--- config.mk ---
export PLATFORM = sky130hd
export DESIGN_NAME = obi_sram_port_arbiter
export DESIGN_NICKNAME = d
export VERILOG_FILES = /design/src/rtl/obi_sram_port_arbiter.sv
export SDC_FILE = /design/constraint.sdc
export NUM_CORES = 1
export LEC_CHECK = 0
export CAP_MARGIN = 40
export CORE_AREA = 3 3 166 168
export DETAILED_ROUTE_END_ITERATION = 12
export DIE_AREA = 0 0 169 171
export MAX_ROUTING_LAYER = met4
export PLACE_DENSITY = 0.51
export SLEW_MARGIN = 30
export SYNTH_ARGS = -nofsm -noshare
export SYNTH_HDL_FRONTEND = slang
export SYNTH_SLANG_ARGS = --single-unit
--- constraint.sdc ---
create_clock -name clk_i -period 1.6 [get_ports clk_i]
set_input_delay 0.24 -clock clk_i [delete_from_list [all_inputs] [get_ports clk_i]]
set_output_delay 0.24 -clock clk_i [all_outputs]
set_load 0.05 [all_outputs]
--- src/rtl/obi_sram_port_arbiter.sv ---
// Round-robin arbiter that shares one OBI SRAM port among NUM_REQ requesters.
// Grant IDs are kept in an in-order FIFO so each response goes back to the requester that issued it.
module obi_sram_port_arbiter #(
   parameter int NUM_REQ         = 4,
   parameter int ADDR_WIDTH      = 32,
   parameter int DATA_WIDTH      = 32,
   parameter int MAX_OUTSTANDING = 2
) (
   input  logic                              clk_i,
   input  logic                              rst_i,
   input  logic [NUM_REQ-1:0]                m_req_i,
   output logic [NUM_REQ-1:0]                m_gnt_o,
   input  logic [NUM_REQ*ADDR_WIDTH-1:0]     m_addr_i,
   input  logic [NUM_REQ-1:0]                m_we_i,
   input  logic [NUM_REQ*DATA_WIDTH/8-1:0]   m_be_i,
   input  logic [NUM_REQ*DATA_WIDTH-1:0]     m_wdata_i,
   output logic [NUM_REQ-1:0]                m_rvalid_o,
   output logic [DATA_WIDTH-1:0]             m_rdata_o,
   output logic                              s_req_o,
   input  logic                              s_gnt_i,
   output logic [ADDR_WIDTH-1:0]             s_addr_o,
   output logic                              s_we_o,
   output logic [DATA_WIDTH/8-1:0]           s_be_o,
   output logic [DATA_WIDTH-1:0]             s_wdata_o,
   input  logic                              s_rvalid_i,
   input  logic [DATA_WIDTH-1:0]             s_rdata_i,
   output logic                              err_o
);

   localparam int BE_WIDTH = DATA_WIDTH / 8;
   localparam int IDX_W    = $clog2(NUM_REQ);
   localparam int PTR_W    = (MAX_OUTSTANDING > 1) ? $clog2(MAX_OUTSTANDING) : 1;
   localparam int CNT_W    = $clog2(MAX_OUTSTANDING + 1);

   localparam logic [CNT_W-1:0] CNT_MAX  = CNT_W'(MAX_OUTSTANDING);
   localparam logic [PTR_W-1:0] PTR_LAST = PTR_W'(MAX_OUTSTANDING - 1);

   logic [IDX_W-1:0] rr_ptr;
   logic [IDX_W-1:0] winner;
   logic [IDX_W-1:0] fifo_mem [MAX_OUTSTANDING];
   logic [PTR_W-1:0] head;
   logic [PTR_W-1:0] tail;
   logic [CNT_W-1:0] count;
   logic             acc;
   logic             pop;

   function automatic logic [IDX_W-1:0] rr_idx(input logic [IDX_W-1:0] base,
                                                input logic [31:0]      off);
      return IDX_W'((32'(base) + off) % NUM_REQ);
   endfunction

   function automatic logic [PTR_W-1:0] next_ptr(input logic [PTR_W-1:0] p);
      return (p == PTR_LAST) ? '0 : p + PTR_W'(1);
   endfunction

   // Scan from the farthest slot back to rr_ptr so the closest requester overwrites last.
   // NOTE: winner gets a default first so the combinational block never infers a latch.
   always_comb begin
      winner = rr_ptr;
      for (int i = NUM_REQ - 1; i >= 0; i--) begin
         if (m_req_i[rr_idx(rr_ptr, 32'(i))]) winner = rr_idx(rr_ptr, 32'(i));
      end
   end

   assign s_req_o   = (|m_req_i) && (count != CNT_MAX);
   assign acc       = s_req_o && s_gnt_i;
   assign pop       = s_rvalid_i && (count != '0);

   assign s_addr_o  = m_addr_i[winner*ADDR_WIDTH +: ADDR_WIDTH];
   assign s_we_o    = m_we_i[winner];
   assign s_be_o    = m_be_i[winner*BE_WIDTH +: BE_WIDTH];
   assign s_wdata_o = m_wdata_i[winner*DATA_WIDTH +: DATA_WIDTH];

   assign m_gnt_o    = acc ? (NUM_REQ'(1) << winner) : '0;
   assign m_rvalid_o = pop ? (NUM_REQ'(1) << fifo_mem[head]) : '0;
   assign m_rdata_o  = s_rdata_i;

   // NOTE: sequential state uses non-blocking assignments so every register samples pre-edge values.
   always_ff @(posedge clk_i) begin
      if (rst_i) begin
         rr_ptr <= '0;
         head   <= '0;
         tail   <= '0;
         count  <= '0;
         err_o  <= 1'b0;
      end else begin
         if (acc) begin
            rr_ptr <= rr_idx(winner, 32'd1);
            tail   <= next_ptr(tail);
         end
         if (pop) head <= next_ptr(head);
         case ({acc, pop})
            2'b10:   count <= count + CNT_W'(1);
            2'b01:   count <= count - CNT_W'(1);
            default: ;
         endcase
         // A response with nothing outstanding is a slave protocol violation; keep it visible.
         if (s_rvalid_i && (count == '0)) err_o <= 1'b1;
      end
   end

   // NOTE: FIFO storage is not reset; only entries between head and tail are ever read.
   always_ff @(posedge clk_i) begin
      if (acc) fifo_mem[tail] <= winner;
   end

endmodule

==> run_results.csv, run 1 <==
group,metric,value,unit
status,outcome,"stopped before the end",
status,lastStage,"5_2_route",
status,firstError,"[ERROR DRT-0255] Maze Route cannot find path of net s_rdata_i[20] in worker of routeBox ( 144900 96600 ) ( 169000 144900 ).",
logic_synthesis,syn-mean-instance-area,9.21,sq um
die,die_w,169,um
timing,worstEndpointGrtRepair,"s_wdata_o[13]",
place,gp_congestion,0.807,
logic_synthesis,synth_top_flop_cell,"dfxtp_1",
logic_synthesis,syn_nets,659,
logic_synthesis,synthCells,342,
grt,grt_use_total,0.117,
place,dpl.hpwl,14900,um
logic_synthesis,ys_async_sr_fraction,0,
logic_synthesis,yosysWarnings,0,
grt,grt_pass1_wl,26000,um
timing,worst-ep-kind,"output port",
logic_synthesis,yosysUniqueCellTypes,32,
grt,grt_pass1_vias,4500,
place,pre_cts_ws,-1.11,ns
die,io_pins,427,
place,dp.cells,1036,
logic_synthesis,synth_area,3150,sq um
logic_synthesis,synth_edf_count,4,
clocking,clk_path_buf_depth,2,
grt,antenna_found_initial,0,
die,die-height,171,um
die,num_rows,59,
logic_synthesis,synth_seq_cells,12,
die,initial_core_util,0.121,
clocking,h-tree-depth,1,
grt,overflow,0,
grt,grt_start_max_net_pins,19,
place,portBuffers,362,
clocking,cts_sinks,12,
logic_synthesis,ys_seq_area_frac,0.0890,
clocking,root_buffer,"clkbuf_16",
clocking,cts_made_buffers,3,
## what timing repair did
action                                  CTS  global route
hold buffers                              0             0
endpoints found under the setup margin   87            86
pin swaps                                 7             8
resized for setup                       175           237
setup buffers                             7            12
cloned                                    5             7
## per-stage QoR
stage,hold WS (ns),TNS [ns],instance area (sq um)
2_1_floorplan,0.381,-25.94,4230
3_5_place_dp,0.470,-78.94,8190
3_3_place_gp,0.460,-78.75,8190
4_1_cts,0.480,-56.95,9200
5_1_grt,0.480,-58.37,10800
## cells by family after synthesis
group,after synthesis,share of synthesized area
muxes,207,0.658
and+or+nand+nor,33,0.0501
DFF,12,0.0890
xor gates and xnor gates,5,0.0139
adders and majority gates,1,0.00397
buffers and inverters,66,0.147
AOI/OAI and AO/OA,18,0.0381
## Yosys cell counts (2+ instances only)
library cell  instances  area, sq um
o21ai_0               2         10.0
nor2b_1               3         18.8
mux2i_1             207         2070
inv_1                 6         22.5
or3_1                 2         12.5
nor3_1                2         10.0
edfxtp_1              4          120
buf_4                37          278
dfxtp_1               8          160
and3_1                2         12.5
o21ai_1               3         15.0
a21oi_1               6         30.0
buf_2                13         65.1
a211oi_1              2         15.0
nand2_1               3         11.3
xor2_1                2         17.5
nor2_1               16         60.1
xnor2_1               3         26.3
buf_6                 8         90.1
## per-layer routing
metal,track usage
met4,0.0134
met2,0.221
met3,0.0222
met5,-
met1,0.133
==> run 2, diff against run 1 <==
CORE_AREA = 3 3 165 167   (was 3 3 166 168)
DIE_AREA = 0 0 168 170   (was 0 0 169 171)
MAX_ROUTING_LAYER = not set   (was met4)
PLACE_DENSITY = not set   (was 0.51)
PLACE_DENSITY_LB_ADDON = 0.15   (was not set)
clock period = 2.1 ns   (was 1.6 ns; I/O delays follow)
==> run 2 against run 1 <==
- the flow now finishes, with violations (setup timing)
- synthesized cell count unchanged
- synthesized area unchanged
- global-route usage down 0.42 points
==> run_results.csv, run 2 <==
group,metric,value,unit
drt,routed_wl,18500,um
drt,wire_per_inst,17.6,um
grt,grt_start_max_net_pins,19,
layout,top_regs,"fifo_mem (4), count (2), rr_ptr (2)",
logic_synthesis,syn-mean-instance-area,9.21,sq um
layout,layout.nets,1030,
timing,setup_slack,-0.350,ns
drt,drc_errors,0,
layout,largest-register,"fifo_mem",
setup_path,critPathBufInv,4,
timing,drv_slew,0,
timing,relSlewSlack,0.668,
status,violations,"setup timing",
timing,setup_viol,73,
place,placed_area,8420,sq um
logic_synthesis,synth_seq_cells,12,
timing,skew,0.00176,ns
logic_synthesis,synth_area,3150,sq um
status,outcome,"finished, violations left",
timing,fmax,408,MHz
logic_synthesis,yosys.area.top_type,"mux2i_1",
timing,worstMarginPinSlew,0.496,ns
setup_path,setup.worst_path.class,"flop to output pin",
timing,finalHoldViolCount,0,
layout,final_cell_mix,"280 x clkdlybuf4s50_1, 141 x mux2i_4, 54 x mux2i_2",
setup_path,crit_arrival,2.14,ns
grt,grt_pass1_wl,25800,um
job,max_cap_violations,0,
die,io_pins,427,
die,dieArea,28600,sq um
layout,post-route-util,0.392,
logic_synthesis,ys_async_sr_fraction,0,
clocking,clk_path_buf_depth,2,
setup_path,cp_common_cell,"mux2i_4",
timing,tns,-21.40,ns
logic_synthesis,synth_edf_count,4,
layout,drive_above_1_share,0.503,
setup_path,crit_chain,"or3_4 > o21ai_4 > o31ai_4 > buf_6 > clkbuf_16 > buf_16 > mux2i_4 > mux2i_4 > buf_4",
setup_path,cp_slowest_cell,"or3_4",
worst_hold_path,hp-class,"flop to flop",
setup_path,crit_path_max_incr_delay,0.35,ns
logic_synthesis,yosysUniqueCellTypes,32,
drt,first_iter_violations,52,
die,die-height,170,um
clocking,cts_made_buffers,3,
logic_synthesis,yosysWarnings,0,
grt,antenna_found_initial,0,
die,die_w,168,um
timing,rsz0062_at_grt,"true",
layout,design_area,10100,sq um
logic_synthesis,synth_common_cells,"207 x mux2i_1, 37 x buf_4, 16 x nor2_1, 13 x buf_2",
setup_path,rrSetupSlack,0.32,ns
place,portBuffers,362,
logic_synthesis,syn_nets,659,
logic_synthesis,synthCells,342,
clocking,h-tree-depth,1,
layout,layout_commonest_cell,"clkdlybuf4s50_1",
place,dp.cells,1028,
clocking,tritoncts,"built",
setup_path,path_delay_family,"buffers and inverters",
place,gp_congestion,0.829,
clocking,insertion_delay,0.24,ns
grt,grt_use_total,0.113,
setup_path,crit_fanout,8,
layout,largest_register_ff_count,4,
timing,finalCriticalPeriod,2.45,ns
logic_synthesis,synth_top_area_frac,0.658,
die,core-area,25900,sq um
clocking,clk_pin_slew,0.04,ns
logic_synthesis,ys_seq_area_frac,0.0890,
power_and_ir_drop,ir_drop,0.000467,V
layout,fin_cells,1047,
timing,fin_hold_ws,0.462,ns
grt,overflow,0,
clocking,root_buffer,"clkbuf_16",
logic_synthesis,synth_area_leaders,"mux2i_1 66%, buf_4 8.8%, dfxtp_1 5.1%, edfxtp_1 3.8%, buf_6 2.9%",
die,initial_core_util,0.122,
drt,vias,4160,
drt,vias_per_cell,3.97,
timing,period_share,1.17,
clocking,cts_sinks,12,
layout,antenna_cells,0,
die,num_rows,59,
logic_synthesis,yosysMostFrequentCell,"mux2i_1",
logic_synthesis,synth_top_flop_cell,"dfxtp_1",
setup_path,cp_data_required_time,1.78,ns
power_and_ir_drop,p_per_area,867,nW/um^2
layout,n_fill_cell,2451,
layout,areaGrowthSynthToFinish,222,%
place,pre_cts_ws,-0.744,ns
clocking,ctsHoldBuffers,0,
power_and_ir_drop,leakage,3.44,nW
power_and_ir_drop,power,8.80,mW
drt,detail-route-antenna-nets,0,
drt,firstDrtPassIters,4,
setup_path,cp-end-kind,"output pin",
setup_path,start_kind,"flop",
place,dpl.hpwl,14900,um
grt,grt_pass1_vias,4592,
==> run 2: cell counts after synthesis <==
Identical to the previous run, type by type.
==> run 2: logic make-up (layout without fill, tap and decap cells) <==
kind of cell	after synthesis	in the layout	share of synthesized area
mux	207	207	0.658
buf+inv	66	436	0.147
simple gates	33	33	0.0501
compound gates	18	18	0.0381
flops	12	12	0.0890
xor+xnor	5	5	0.0139
fa+ha+maj	1	1	0.00397
==> run 2: cell type report <==
cell class / count / area (sq um) / area share
Tap cell: 335 / 419 / 0.0413
Timing Repair Buffer: 426 / 4880 / 0.481
Clock inverter: 1 / 3.75 / 0.000370
Sequential cell: 12 / 283 / 0.0279
Inverter: 6 / 22.5 / 0.00222
Multi-Input combinational cell: 264 / 4470 / 0.440
Clock buffer: 3 / 75.1 / 0.00740
==> run 2: power breakdown <==
| group | internal [mW] | switching, mW |
|---|---|---|
| Clock | 0.251 | 0.0996 |
| Sequential | 0.319 | 0.0771 |
| Combinational | 4.20 | 3.85 |
==> run 2: worst register-to-register path, stage by stage (launching register included) <==
cell	delay (ns)
dfxtp_2	0.33
or3_4	0.35
o21ai_4	0.08
o31ai_4	0.09
buf_6	0.15
buf_12	0.15
buf_12	0.17
xnor2_1	0.13
a211oi_1	0.23
==> run 2: final timing paths <==
check / startpoint / to / cells after the start
setup / recovery: rr_ptr[1]$_SDFFE_PP0P_ / s_addr_o[9] / 9
hold / removal: err_o$_SDFFE_PP0P_ / err_o$_SDFFE_PP0P_ / 2
setup reg to reg: rr_ptr[1]$_SDFFE_PP0P_ / rr_ptr[1]$_SDFFE_PP0P_ / 8
hold reg to reg: err_o$_SDFFE_PP0P_ / err_o$_SDFFE_PP0P_ / 2
==> run 2: routing by layer <==
layer / track usage / wire length (um) / vias up
li1: - / - / 1992
met1: 0.118 / 6080 / 1920
met2: 0.229 / 10600 / 214
met3: 0.0309 / 1480 / 34
met4: 0.0167 / 341 / 0
met5: 0 / 0 / -
==> run 2: timing repair <==
action,CTS,global route
pin swaps,1,4
setup buffers,5,3
cloned,3,8
setup endpoints to repair,74,73
resized for setup,182,101
Note: power is estimated with default switching activity, not from simulation.
==> run 3, diff against run 2 <==
ABC_AREA = 1   (was not set)
CORE_AREA = 2 2 164 166   (was 3 3 165 167)
DIE_AREA = 0 0 166 168   (was 0 0 168 170)
==> run 3 against run 2 <==
- largest power group unchanged
- sequential share of layout area increased by 0.12 points
- the run still ends with setup timing left
- cell count increased by 40%
- global-route usage increased by 3.8 points
- critical path type unchanged
- highest routed layer unchanged
==> run_results.csv, run 3 <==
group,metric,value,unit
drt,drc_errors,0,
logic_synthesis,synthCells,746,
clocking,clk_path_buf_depth,2,
power_and_ir_drop,p_per_area,2170,nW/um^2
timing,period_share,1.22,
die,die_w,166,um
clocking,cts_made_buffers,3,
grt,grt_start_max_net_pins,33,
layout,post-route-util,0.369,
timing,setup_viol,73,
logic_synthesis,synth_seq_cells,12,
logic_synthesis,yosysWarnings,0,
logic_synthesis,synth_area_leaders,"nand2_1 45%, o211ai_2 12%, inv_1 8.8%, buf_4 8.3%, o211ai_1 6.3%",
worst_hold_path,hp-class,"flop to flop",
die,initial_core_util,0.144,
layout,n_fill_cell,2799,
grt,overflow,0,
layout,largest-register,"fifo_mem",
layout,largest_register_ff_count,4,
status,violations,"setup timing",
layout,drive_above_1_share,0.305,
clocking,h-tree-depth,1,
status,outcome,"finished, violations left",
grt,grt_use_total,0.151,
logic_synthesis,synth_top_area_frac,0.447,
die,io_pins,427,
clocking,clk_pin_slew,0.04,ns
die,dieArea,27900,sq um
setup_path,cp-end-kind,"output pin",
logic_synthesis,synth_top_flop_cell,"dfxtp_1",
drt,first_iter_violations,156,
layout,layout.nets,1443,
die,num_rows,60,
logic_synthesis,yosysMostFrequentCell,"nand2_1",
timing,fmax,390,MHz
layout,top_regs,"fifo_mem (4), count (2), rr_ptr (2)",
power_and_ir_drop,leakage,4.62,nW
layout,layout_commonest_cell,"nand2_1",
logic_synthesis,synth_area,3800,sq um
layout,antenna_cells,0,
logic_synthesis,synth_edf_count,4,
drt,wl_met1,9390,um
setup_path,cp_data_required_time,1.78,ns
timing,skew,0.00288,ns
setup_path,start_kind,"flop",
drt,routed_wl,22400,um
drt,vias_per_cell,3.93,
clocking,root_buffer,"clkbuf_16",
layout,areaGrowthSynthToFinish,156,%
timing,finalHoldViolCount,0,
power_and_ir_drop,ir_drop,0.00107,V
setup_path,crit_arrival,2.25,ns
logic_synthesis,synth_common_cells,"452 x nand2_1, 89 x inv_1, 42 x buf_4, 37 x o211ai_2, 32 x o211ai_1",
grt,grt_pass1_wl,33200,um
timing,drv_slew,0,
setup_path,crit_fanout,8,
place,dpl.hpwl,17800,um
clocking,tritoncts,"built",
logic_synthesis,ys_seq_area_frac,0.0738,
layout,register_area,283,sq um
layout,multi_input_area,3060,sq um
clocking,ctsHoldBuffers,0,
logic_synthesis,syn-mean-instance-area,5.09,sq um
place,pre_cts_ws,-0.640,ns
clocking,cts_sinks,12,
die,die-height,168,um
die,core-area,26400,sq um
drt,top_layer_used,"met4",
timing,rsz0062_at_grt,"true",
job,max_cap_violations,0,
timing,finalCriticalPeriod,2.56,ns
setup_path,setup.worst_path.class,"flop to output pin",
drt,routed-wl-met2,11300,um
grt,grt_pass1_vias,5787,
drt,wire_per_inst,15.3,um
timing,worstMarginPinSlew,0.485,ns
clocking,insertion_delay,0.24,ns
drt,vias,5765,
logic_synthesis,yosys.area.top_type,"nand2_1",
timing,relSlewSlack,0.675,
timing,setup_slack,-0.464,ns
drt,firstDrtPassIters,4,
place,gp_congestion,0.809,
place,portBuffers,362,
drt,wl_met3,1370,um
drt,detail-route-antenna-nets,0,
layout,final_cell_mix,"339 x nand2_1, 280 x clkdlybuf4s50_1, 100 x nand2_2",
grt,antenna_found_initial,0,
logic_synthesis,ys_async_sr_fraction,0,
logic_synthesis,syn_nets,1063,
logic_synthesis,yosysUniqueCellTypes,25,
-- run 3: cell count changes in the layout (fill, tap and decap cells not counted), sizes merged, moves of 7 or more --
cell    delta
buf       +28
inv       +86
mux2i    -206
nand2    +452
nand3      +7
nor2      -10
o211ai    +69
-- run 3: cell families after synthesis --
family | count (synthesis) | share of synthesized area
simple gates | 475 | 0.479
compound gates | 85 | 0.207
mux | 1 | 0.00264
buf+inv | 172 | 0.235
flops | 12 | 0.0738
fa+ha+maj | 1 | 0.00329
-- run 3: worst max-delay path: stages (launching register included) --
cell and delay [ns]:
dfxtp_2 0.33, buf_6 0.13, clkinv_8 0.07, nand2_2 0.05, nand2_2 0.07, nand2_1 0.07
nand2_2 0.06, nand2_2 0.06, nand2_4 0.08, nand2_4 0.05, nand2_4 0.08, nand2_8 0.09
buf_12 0.16, buf_12 0.13, buf_8 0.12, o211ai_1 0.19, nand2_2 0.10, buf_12 0.15
-- run 3: metal layers --
metal / up-vias / global-route usage
li1: 3017 / -
met1: 2512 / 0.186
met2: 205 / 0.277
met3: 31 / 0.0270
met4: 0 / 0.0234
met5: - / 0
-- run 3: worst paths after layout --
path | cells after the start | endpoint | start | slack, ns
min | 1 | flop | head$_SDFFE_PP0P_ | 0.45
max reg2reg | 17 | rr_ptr[1]$_SDFFE_PP0P_ | rr_ptr[0]$_SDFFE_PP0P_ | 0.15
max | 17 | s_addr_o[14] | rr_ptr[0]$_SDFFE_PP0P_ | -0.46
min reg2reg | 1 | flop | head$_SDFFE_PP0P_ | 0.45
-- run 3: cell type report --
type	count	share of cell area
Timing Repair Buffer	452	0.563
Multi-Input combinational cell	562	0.314
Tap cell	341	0.0439
Inverter	95	0.0403
Sequential cell	12	0.0291
Clock buffer	4	0.00914
-- run 3: what timing repair did --
| action | 4_1_cts | 5_1_grt |
|---|---|---|
| gates resized for setup | 90 | 35 |
| gates cloned | 5 | 3 |
| setup buffers | 14 | 4 |
| hold endpoints to repair | 0 | 0 |
| pin swaps | 24 | 25 |
| endpoints found under the setup margin | 73 | 74 |
-- run 3: per-stage QoR --
stage / area, sq um / instances / power, mW / TNS [ns] / hold slack, ns
finish: 9720 / 1466 / 21.1 / -28.44 / 0.448
CTS: 9510 / 1460 / 20.9 / -29.72 / 0.451
global placement: 8880 / 1437 / 19.0 / -37.61 / 0.435
global route: 9720 / 1466 / 22.3 / -39.46 / 0.495
detailed placement: 8880 / 1437 / 19.0 / -38.09 / 0.441
floorplan: 3990 / 746 / 10.3 / -0.0143 / 0.387
-- run 3: power by group --
part / total (mW) / switching (mW) / internal (mW)
Sequential: 0.365 / 0.0441 / 0.321
Combinational: 20.3 / 11.1 / 9.29
Clock: 0.383 / 0.0957 / 0.287
==> run 4, diff against run 3 <==
CTS_CLUSTER_DIAMETER = 50   (was not set)
==> results of run 4 <==
No change in the layout: final DEF, timing and power equal those of run 3.
